### src/rtl/cm_nest_cnt.sv
// Multi-level nested loop counter: level 0 is innermost, each level carries into the next.
// Per-level wrap flags, end-of-sweep pulse, bounds latched at start, optional stop-at-end.
module cm_nest_cnt #(
  parameter int C_WIDTH  = 8,
  parameter int C_LEVELS = 3,
  parameter int C_WRAP   = 1
) (
  input  logic                          I_clk,
  input  logic                          I_rst_n,
  input  logic                          I_cnt_en,
  input  logic                          I_cnt_valid,
  input  logic [C_LEVELS*C_WIDTH-1:0]   I_cnt_upper,
  output logic [C_LEVELS*C_WIDTH-1:0]   O_cnt,
  output logic [C_LEVELS-1:0]           O_last,
  output logic                          O_done,
  output logic                          O_busy
);

  typedef enum logic [1:0] {
    S_IDLE = 2'd0,
    S_RUN  = 2'd1,
    S_HOLD = 2'd2
  } state_t;

  state_t                        state_q, state_d;
  logic [C_LEVELS*C_WIDTH-1:0]   cnt_q, cnt_d;
  logic [C_LEVELS*C_WIDTH-1:0]   upper_q, upper_d;
  logic [C_LEVELS-1:0]           last_q, last_d;
  logic                          done_q, done_d;
  logic                          busy_q, busy_d;

  // A zero bound behaves like a bound of one: the only index is 0.
  function automatic logic [C_WIDTH-1:0] fin_of(input logic [C_WIDTH-1:0] u);
    return (u == '0) ? '0 : u - 1'b1;
  endfunction

  always_comb begin
    logic adv;
    logic chain;
    state_d = state_q;
    cnt_d   = cnt_q;
    upper_d = upper_q;
    done_d  = 1'b0;
    adv     = 1'b1;
    chain   = 1'b1;
    case (state_q)
      S_IDLE: begin
        cnt_d = '0;
        if (I_cnt_en) begin
          state_d = S_RUN;
          upper_d = I_cnt_upper;
        end
      end
      S_RUN: begin
        if (!I_cnt_en) begin
          state_d = S_IDLE;
          cnt_d   = '0;
        end else if (I_cnt_valid) begin
          if (last_q[C_LEVELS-1]) begin
            done_d = 1'b1;
            if (C_WRAP == 0) state_d = S_HOLD;
          end
          // In stop mode the final tuple is kept rather than wrapped.
          if (!last_q[C_LEVELS-1] || (C_WRAP != 0)) begin
            for (int unsigned i = 0; i < C_LEVELS; i++) begin
              if (adv) begin
                if (cnt_q[i*C_WIDTH +: C_WIDTH] == fin_of(upper_q[i*C_WIDTH +: C_WIDTH]))
                  cnt_d[i*C_WIDTH +: C_WIDTH] = '0;
                else
                  cnt_d[i*C_WIDTH +: C_WIDTH] = cnt_q[i*C_WIDTH +: C_WIDTH] + 1'b1;
              end
              adv = last_q[i];
            end
          end
        end
      end
      S_HOLD: begin
        if (!I_cnt_en) begin
          state_d = S_IDLE;
          cnt_d   = '0;
        end
      end
      default: begin
        state_d = S_IDLE;
        cnt_d   = '0;
      end
    endcase

    // Flags come from the next-state counts so they line up with O_cnt.
    for (int unsigned i = 0; i < C_LEVELS; i++) begin
      chain = chain &
              (cnt_d[i*C_WIDTH +: C_WIDTH] == fin_of(upper_d[i*C_WIDTH +: C_WIDTH]));
      last_d[i] = chain;
    end
    if (state_d == S_IDLE) last_d = '0;
    busy_d = (state_d != S_IDLE);
  end

  always_ff @(posedge I_clk) begin
    if (!I_rst_n) begin
      state_q <= S_IDLE;
      cnt_q   <= '0;
      upper_q <= '0;
      last_q  <= '0;
      done_q  <= 1'b0;
      busy_q  <= 1'b0;
    end else begin
      state_q <= state_d;
      cnt_q   <= cnt_d;
      upper_q <= upper_d;
      last_q  <= last_d;
      done_q  <= done_d;
      busy_q  <= busy_d;
    end
  end

  assign O_cnt  = cnt_q;
  assign O_last = last_q;
  assign O_done = done_q;
  assign O_busy = busy_q;

endmodule

### config.mk
export PLATFORM = sky130hd
export DESIGN_NAME = cm_nest_cnt
export DESIGN_NICKNAME = d
export VERILOG_FILES = /design/src/rtl/cm_nest_cnt.sv
export SDC_FILE = /design/constraint.sdc
export NUM_CORES = 1
export LEC_CHECK = 0
export ABC_AREA = 1
export CAP_MARGIN = 20
export CORE_MARGIN = 2
export CORE_UTILIZATION = 35
export CTS_CLUSTER_SIZE = 10
export DETAILED_ROUTE_END_ITERATION = 10
export SLEW_MARGIN = 30
export SYNTH_ARGS = -nofsm -noshare
export SYNTH_HDL_FRONTEND = slang
export SYNTH_SLANG_ARGS = --single-unit
### constraint.sdc
create_clock -name I_clk -period 3.64 [get_ports I_clk]
set_clock_uncertainty 0.2 [all_clocks]
set_input_delay 0.364 -clock I_clk [delete_from_list [all_inputs] [get_ports I_clk]]
set_output_delay 0.364 -clock I_clk [all_outputs]
set_load 0.01 [all_outputs]
==> results of run 1 <==
where the power goes:
part	switching [mW]	internal [mW]	total [mW]	leakage, nW
Sequential	0.0232	0.626	0.650	0.449
Clock	0.255	0.329	0.584	0.0844
Combinational	0.435	0.244	0.679	2.22
Total	0.713	1.20	1.91	2.75
metal layers:
layer	part of all wire	vias to the layer above	routed length [µm]	track usage
met2	0.46	97	6280	0.316
met5	0	-	0	0
met1	0.48	2247	6490	0.245
met4	0.019	0	259	0.0560
met3	0.036	17	482	0.0214
li1	-	2759	-	-
kinds of logic (layout without fill, tap and decap cells):
family / count (synthesis) / after routing / synth area share
xor gates and xnor gates: 25 / 25 / 0.0447
buffers and inverters: 141 / 192 / 0.118
DFF: 55 / 55 / 0.225
AOI/OAI and AO/OA: 62 / 62 / 0.0778
and+or+nand+nor: 551 / 551 / 0.497
adders and majority gates: 15 / 15 / 0.0383
worst min-delay path: stages (launching register included):
cell and delay [ps]:
dfxtp_1 350, nand3_1 90, nor2_1 50
state kept, by name (all words and copies together) (netlist names):
signal and count:
O_busy 1, O_cnt 24, O_done 1, O_last 3, state_q 2, upper_q 24
synthesized netlist by cell type (all sizes together):
cell,n,area share
nor3,5,0.0074
nor2,132,0.11
nand3b,12,0.018
buf,14,0.020
clkinv,4,0.0031
xnor2,1,0.0018
ha,15,0.038
or2,2,0.0026
nor3b,2,0.0051
nand2,288,0.22
xor2,24,0.043
a21oi,13,0.013
nand4,22,0.028
inv,114,0.087
clkbuf,9,0.0069
nand3,85,0.094
dfxtp,55,0.22
o21ai,49,0.065
nor4,3,0.0069
cell type report:
type	instances	area, µm²	area share
Clock buffer	5	125	0.0216
Tap cell	180	225	0.0388
Inverter	118	443	0.0763
Multi-Input combinational cell	653	3230	0.556
Timing Repair Buffer	66	636	0.110
Clock inverter	3	47.5	0.00819
Sequential cell	55	1100	0.190
stage by stage:
stage                     utilization  std cells  worst slack, ps  hold slack, ps  total power [mW]
after global placement          0.409       1072              381             321              1.34
after global routing            0.421       1080              193             350              2.05
after floorplan                     -        849              881             279              1.18
after CTS                       0.421       1080              556             338              1.93
after detailed placement        0.409       1072              343             325              1.34
final                           0.421       1080              551             339              1.91
worst max-delay path by stage:
| stage | slack (ps) | end |
|---|---|---|
| 5_1_grt | 190 | O_last[2]$_SDFF_PP0_ |
| 4_1_cts | 560 | O_last[2]$_SDFF_PP0_ |
| 2_1_floorplan | 880 | O_last[1]$_SDFF_PP0_ |
| 3_3_place_gp | 380 | O_last[2]$_SDFF_PP0_ |
| 6_report | 550 | O_last[2]$_SDFF_PP0_ |
| 3_5_place_dp | 340 | O_last[2]$_SDFF_PP0_ |
==> flow_summary.yaml, run 1 <==
logic_synthesis:
  ys_ff_latch: 55
  seq_area_frac_synth: 0.225
  syn_area_um2: 4900
  postSynthNetCount: 892
  yosys.cell_types.count: 32
  yosys_warnings: 0
  postSynthCellCount: 849
  avgSynthCellArea_um2: 5.78
power:
  cellLeakagePower_nw: 2.75
  irDropWorstVdd_mv: 0.184
  power.density_nw_per_um2: 330
floorplanning:
  fp.dieArea_um2: 15000
  core-area_um2: 13800
  core.rowCount: 43
  die_height_um: 122
  ios: 57
  fp.dieW_um: 122
  start_util: 0.356
grt:
  track_usage: 0.185
  gr-total-overflow: 0
  grt_start_max_net_pins: 51
  via_count_of_the_first_global_routing_pass: 4655
  antenna_found_initial: 0
  grt_first_pass_wirelength_mm: 22.2
setup_path:
  endpoint_kind: "flip-flop"
  timing.reg2reg.worst_path_depth: 20
  cp.required_ps: 3690
  rrSetupSlack_ps: 550
  start_point_of_the_critical_path: "state_q[1]$_SDFF_PN0_"
  worstReg2RegStart: "state_q[1]$_SDFF_PN0_"
  timing.critical_path.buf_inv: 4
  cpPeakStageDelay_ps: 400
  timing.rr.end: "O_last[2]$_SDFF_PP0_"
  timing.critical_path.from_type: "flip-flop"
  cp_top_family: "simple AND/OR/NAND/NOR gates"
  crit_arrival_ps: 3140
  critical_path.slowest_cell: "dfxtp_1"
  path_class: "flip-flop to flip-flop"
  crit_path_depth: 20
  timing.critical_path.fanout_max: 12
  cp_cell_sequence: "inv_1 > ha_1 > nand2_2 > buf_4 > o21ai_4 > ha_1 > nand2_1 > nor2_1 > inv_1 > nor3_4 > nand3_2 > clkinv_1 > a21oi_1 > nand3b_1 > nand2_1 > nor2_1 > nand2_1 > nor2_1 > nand2_2 > nor2_2"
job:
  cap_viol_max_count: 0
cells_and_area:
  layout.nets: 942
  num-fill-cells: 1557
  final_cell_area_um2: 5800
  final_common_cell: "nand2_1"
  most-common-layout-cells: "nand2_1, nor2_1, inv_1"
  n_antenna_cell: 0
  syn_to_final_growth_pct: 18.3
  post_route_cells_drive_above_1_share: 0.0833
clocking:
  worst_setup_hold_path_clk_slew_ps: 80
  clk_latency_ps: 310
  cts-root-to-sink-buffers: 2
  h-tree-depth: 2
  cts_tree: "yes"
  cts_repair_resize_count: 0
  clock_buffer_count_from_cts: 5
  clock-sinks: 55
  postCtsHoldBufs: 0
  clock-root-buffer: "clkbuf_16"
  post_cts.repair.setup_buffers: 0
worst_hold_path:
  hold_path.startpoint: "O_last[2]$_SDFF_PP0_"
  number_of_cells_traversed_by_the_worst_hold_path: 2
  holdPathEnd: "O_done$_SDFF_PN0_"
  min-delay-path-class: "flip-flop to flip-flop"
drt:
  ant_nets: 0
  detailedRoute.firstPassIterationCount: 4
  detail_route.wirelength_mm: 13.5
  drt_iter0_markers: 276
  wl_per_cell_um: 12.5
  route.vias.total: 5120
  remaining_drc_errors: 0
  viasPerCell: 4.74
placement:
  post_dp_cell_area_um2: 5630
  gp_routability_congestion: 0.869
  io_buffers: 56
  dpl.hpwl_mm: 10.8
timing:
  setup_tns_ps: 0
  slew_limit_headroom: 0.619
  timing.final.max_slew_violations: 0
  worst_slew_pin_slew_ps: 571
  final_critical_path_share_of_the_clock_period: 0.849
  finalWorstPathRequiredPeriod_ps: 3090
  hold_fails_final_rpt: 0
  setup_viol: 0
  max_clock_freq_mhz: 324
  setup_repair_after_global_routing_missed_its_margin: "false"
outcome:
  outcome: "finished, final reports clean"
Note: power is estimated with default switching activity, not from simulation.
==> run 2: changes to the inputs <==
==> constraint.sdc (replaced) <==
create_clock -name I_clk -period 3.21 [get_ports I_clk]
set_clock_uncertainty 0.2 [all_clocks]
set_input_delay 0.321 -clock I_clk [delete_from_list [all_inputs] [get_ports I_clk]]
set_output_delay 0.321 -clock I_clk [all_outputs]
set_load 0.01 [all_outputs]
==> run 2 against run 1 <==
  * Sequential power grew 13%
  * Die area is the same
  * Worst setup slack lost 320 ps
  * Fmax grew 3.8%
  * Power grew 9.1%
  * Flip-flop and latch count is the same
  * Critical endpoint unchanged
==> flow_summary.yaml, run 2 (synthesized netlist as in run 1, its figures left out) <==
setup_path:
  crit_path_depth: 20
  path_common_cell: "nand2_1"
  timing.reg2reg.worst_path_depth: 20
  timing.critical_path.fanout_max: 10
  cpPeakStageDelay_ps: 370
  rrSetupSlack_ps: 230
  critical_path.slowest_cell: "dfxtp_2"
  timing.critical_path.from_type: "flip-flop"
  cp_cell_sequence: "inv_1 > ha_2 > nand2_2 > buf_6 > nand2_1 > o21ai_4 > ha_1 > nand2_1 > nor2_2 > inv_1 > nor3_4 > nand3_1 > o21ai_0 > nand3b_1 > nand2_1 > nor2_1 > nand2_1 > nor2_2 > nand2_2 > nor2_2"
  start_point_of_the_critical_path: "state_q[1]$_SDFF_PN0_"
  worstReg2RegStart: "state_q[1]$_SDFF_PN0_"
  cp.required_ps: 3260
  endpoint_kind: "flip-flop"
  path_class: "flip-flop to flip-flop"
  crit_arrival_ps: 3020
  cp_top_family: "simple AND/OR/NAND/NOR gates"
  timing.critical_path.buf_inv: 3
  endpoint: "O_last[2]$_SDFF_PP0_"
  timing.rr.end: "O_last[2]$_SDFF_PP0_"
timing:
  setup_tns_ps: 0
  final_critical_path_share_of_the_clock_period: 0.927
  timing.final.max_slew_violations: 0
  max_clock_freq_mhz: 336
  setup_viol: 0
  slew_limit_headroom: 0.573
  hold_fails_final_rpt: 0
  hold-worst-slack_ps: 318
  worst_slew_pin_slew_ps: 633
  finalWorstPathRequiredPeriod_ps: 2980
cells_and_area:
  n_antenna_cell: 0
  syn_to_final_growth_pct: 19.8
  final_common_cell: "nand2_1"
  post_route_cells_drive_above_1_share: 0.100
  fin_util: 0.426
  layout.nets: 949
  num-fill-cells: 1524
  final_cell_area_um2: 5870
  most-common-layout-cells: "nand2_1, nor2_1, inv_1"
floorplanning:
  fp.dieArea_um2: 15000
  ios: 57
  start_util: 0.356
  core-area_um2: 13800
  die_height_um: 122
  fp.dieW_um: 122
  core.rowCount: 43
grt:
  antenna_found_initial: 0
  track_usage: 0.187
  gr-total-overflow: 0
  grt_first_pass_wirelength_mm: 22.5
  grt_start_max_net_pins: 51
  via_count_of_the_first_global_routing_pass: 4693
drt:
  ant_nets: 0
  detailedRoute.firstPassIterationCount: 5
  remaining_drc_errors: 0
  wl_per_cell_um: 12.5
  drt_iter0_markers: 293
  detail_route.wirelength_mm: 13.6
  viasPerCell: 4.73
  route.vias.total: 5144
worst_hold_path:
  min-delay-path-class: "flip-flop to flip-flop"
power:
  cellLeakagePower_nw: 2.79
  total_chip_power_mw: 2.09
  irDropWorstVdd_mv: 0.192
  power.density_nw_per_um2: 355
placement:
  post_dp_cell_area_um2: 5690
  dpl.hpwl_mm: 10.8
  gp_routability_congestion: 0.866
  io_buffers: 56
clocking:
  clock-root-buffer: "clkbuf_16"
  clock-sinks: 55
  clk_latency_ps: 300
  h-tree-depth: 2
  worst_setup_hold_path_clk_slew_ps: 70
  clock_buffer_count_from_cts: 5
  postCtsHoldBufs: 0
  cts-root-to-sink-buffers: 2
  cts_tree: "yes"
outcome:
  outcome: "finished, final reports clean"
job:
  cap_viol_max_count: 0
## run 2: report_power, final
| part | internal, mW | switching, mW |
|---|---|---|
| sequential | 0.711 | 0.0245 |
| combinational | 0.288 | 0.504 |
| clock | 0.290 | 0.270 |
| total | 1.29 | 0.799 |
## run 2: worst register-to-register path, stage by stage (launching register included)
cell,delay (ps)
dfxtp_2,370
inv_1,70
ha_2,190
nand2_2,110
buf_6,170
nand2_1,100
o21ai_4,80
ha_1,180
nand2_1,90
nor2_2,120
inv_1,90
nor3_4,260
nand3_1,90
o21ai_0,150
nand3b_1,170
nand2_1,70
nor2_1,90
nand2_1,60
nor2_2,120
nand2_2,70
nor2_2,70
## run 2: cell type report
type                       instances  area, µm²  area share
tap                              180        225      0.0383
timing repair buffer              73        704       0.120
multi-input combinational        653       3250       0.554
sequential                        55       1100       0.188
inverter                         118        443      0.0754
clock buffer                       5        125      0.0213
clock inverter                     3       18.8     0.00320
## run 2: stage by stage
stage / worst slack (ps) / std cells
final: 235 / 1087
after global placement: 197 / 1078
after detailed placement: 110 / 1078
after floorplan: 451 / 849
after global routing: -46.9 / 1087
after CTS: 181 / 1086
## run 2: repair_timing
action | CTS | global route
setup buffers | 0 | 1
gates resized for setup | 0 | 11
hold endpoints to repair | 0 | 0
setup endpoints to repair | 0 | 2
## run 2: worst min path at each step
stage	depth (start not counted)	slack (ps)	start	endpoint
2_1_floorplan	2	260	I_rst_n	O_done$_SDFF_PN0_
3_5_place_dp	2	320	O_last[2]$_SDFF_PP0_	O_done$_SDFF_PN0_
6_report	2	320	O_last[2]$_SDFF_PP0_	O_done$_SDFF_PN0_
4_1_cts	2	330	O_last[2]$_SDFF_PP0_	O_done$_SDFF_PN0_
5_1_grt	2	340	O_last[2]$_SDFF_PP0_	O_done$_SDFF_PN0_
3_3_place_gp	2	330	O_last[2]$_SDFF_PP0_	O_done$_SDFF_PN0_
## run 2: layer usage
| layer | share of wire | track usage | vias up |
|---|---|---|---|
| li1 | - | - | 2774 |
| met1 | 0.49 | 0.255 | 2270 |
| met2 | 0.46 | 0.313 | 87 |
| met3 | 0.033 | 0.0232 | 13 |
| met4 | 0.015 | 0.0496 | 0 |
| met5 | 0 | 0 | - |
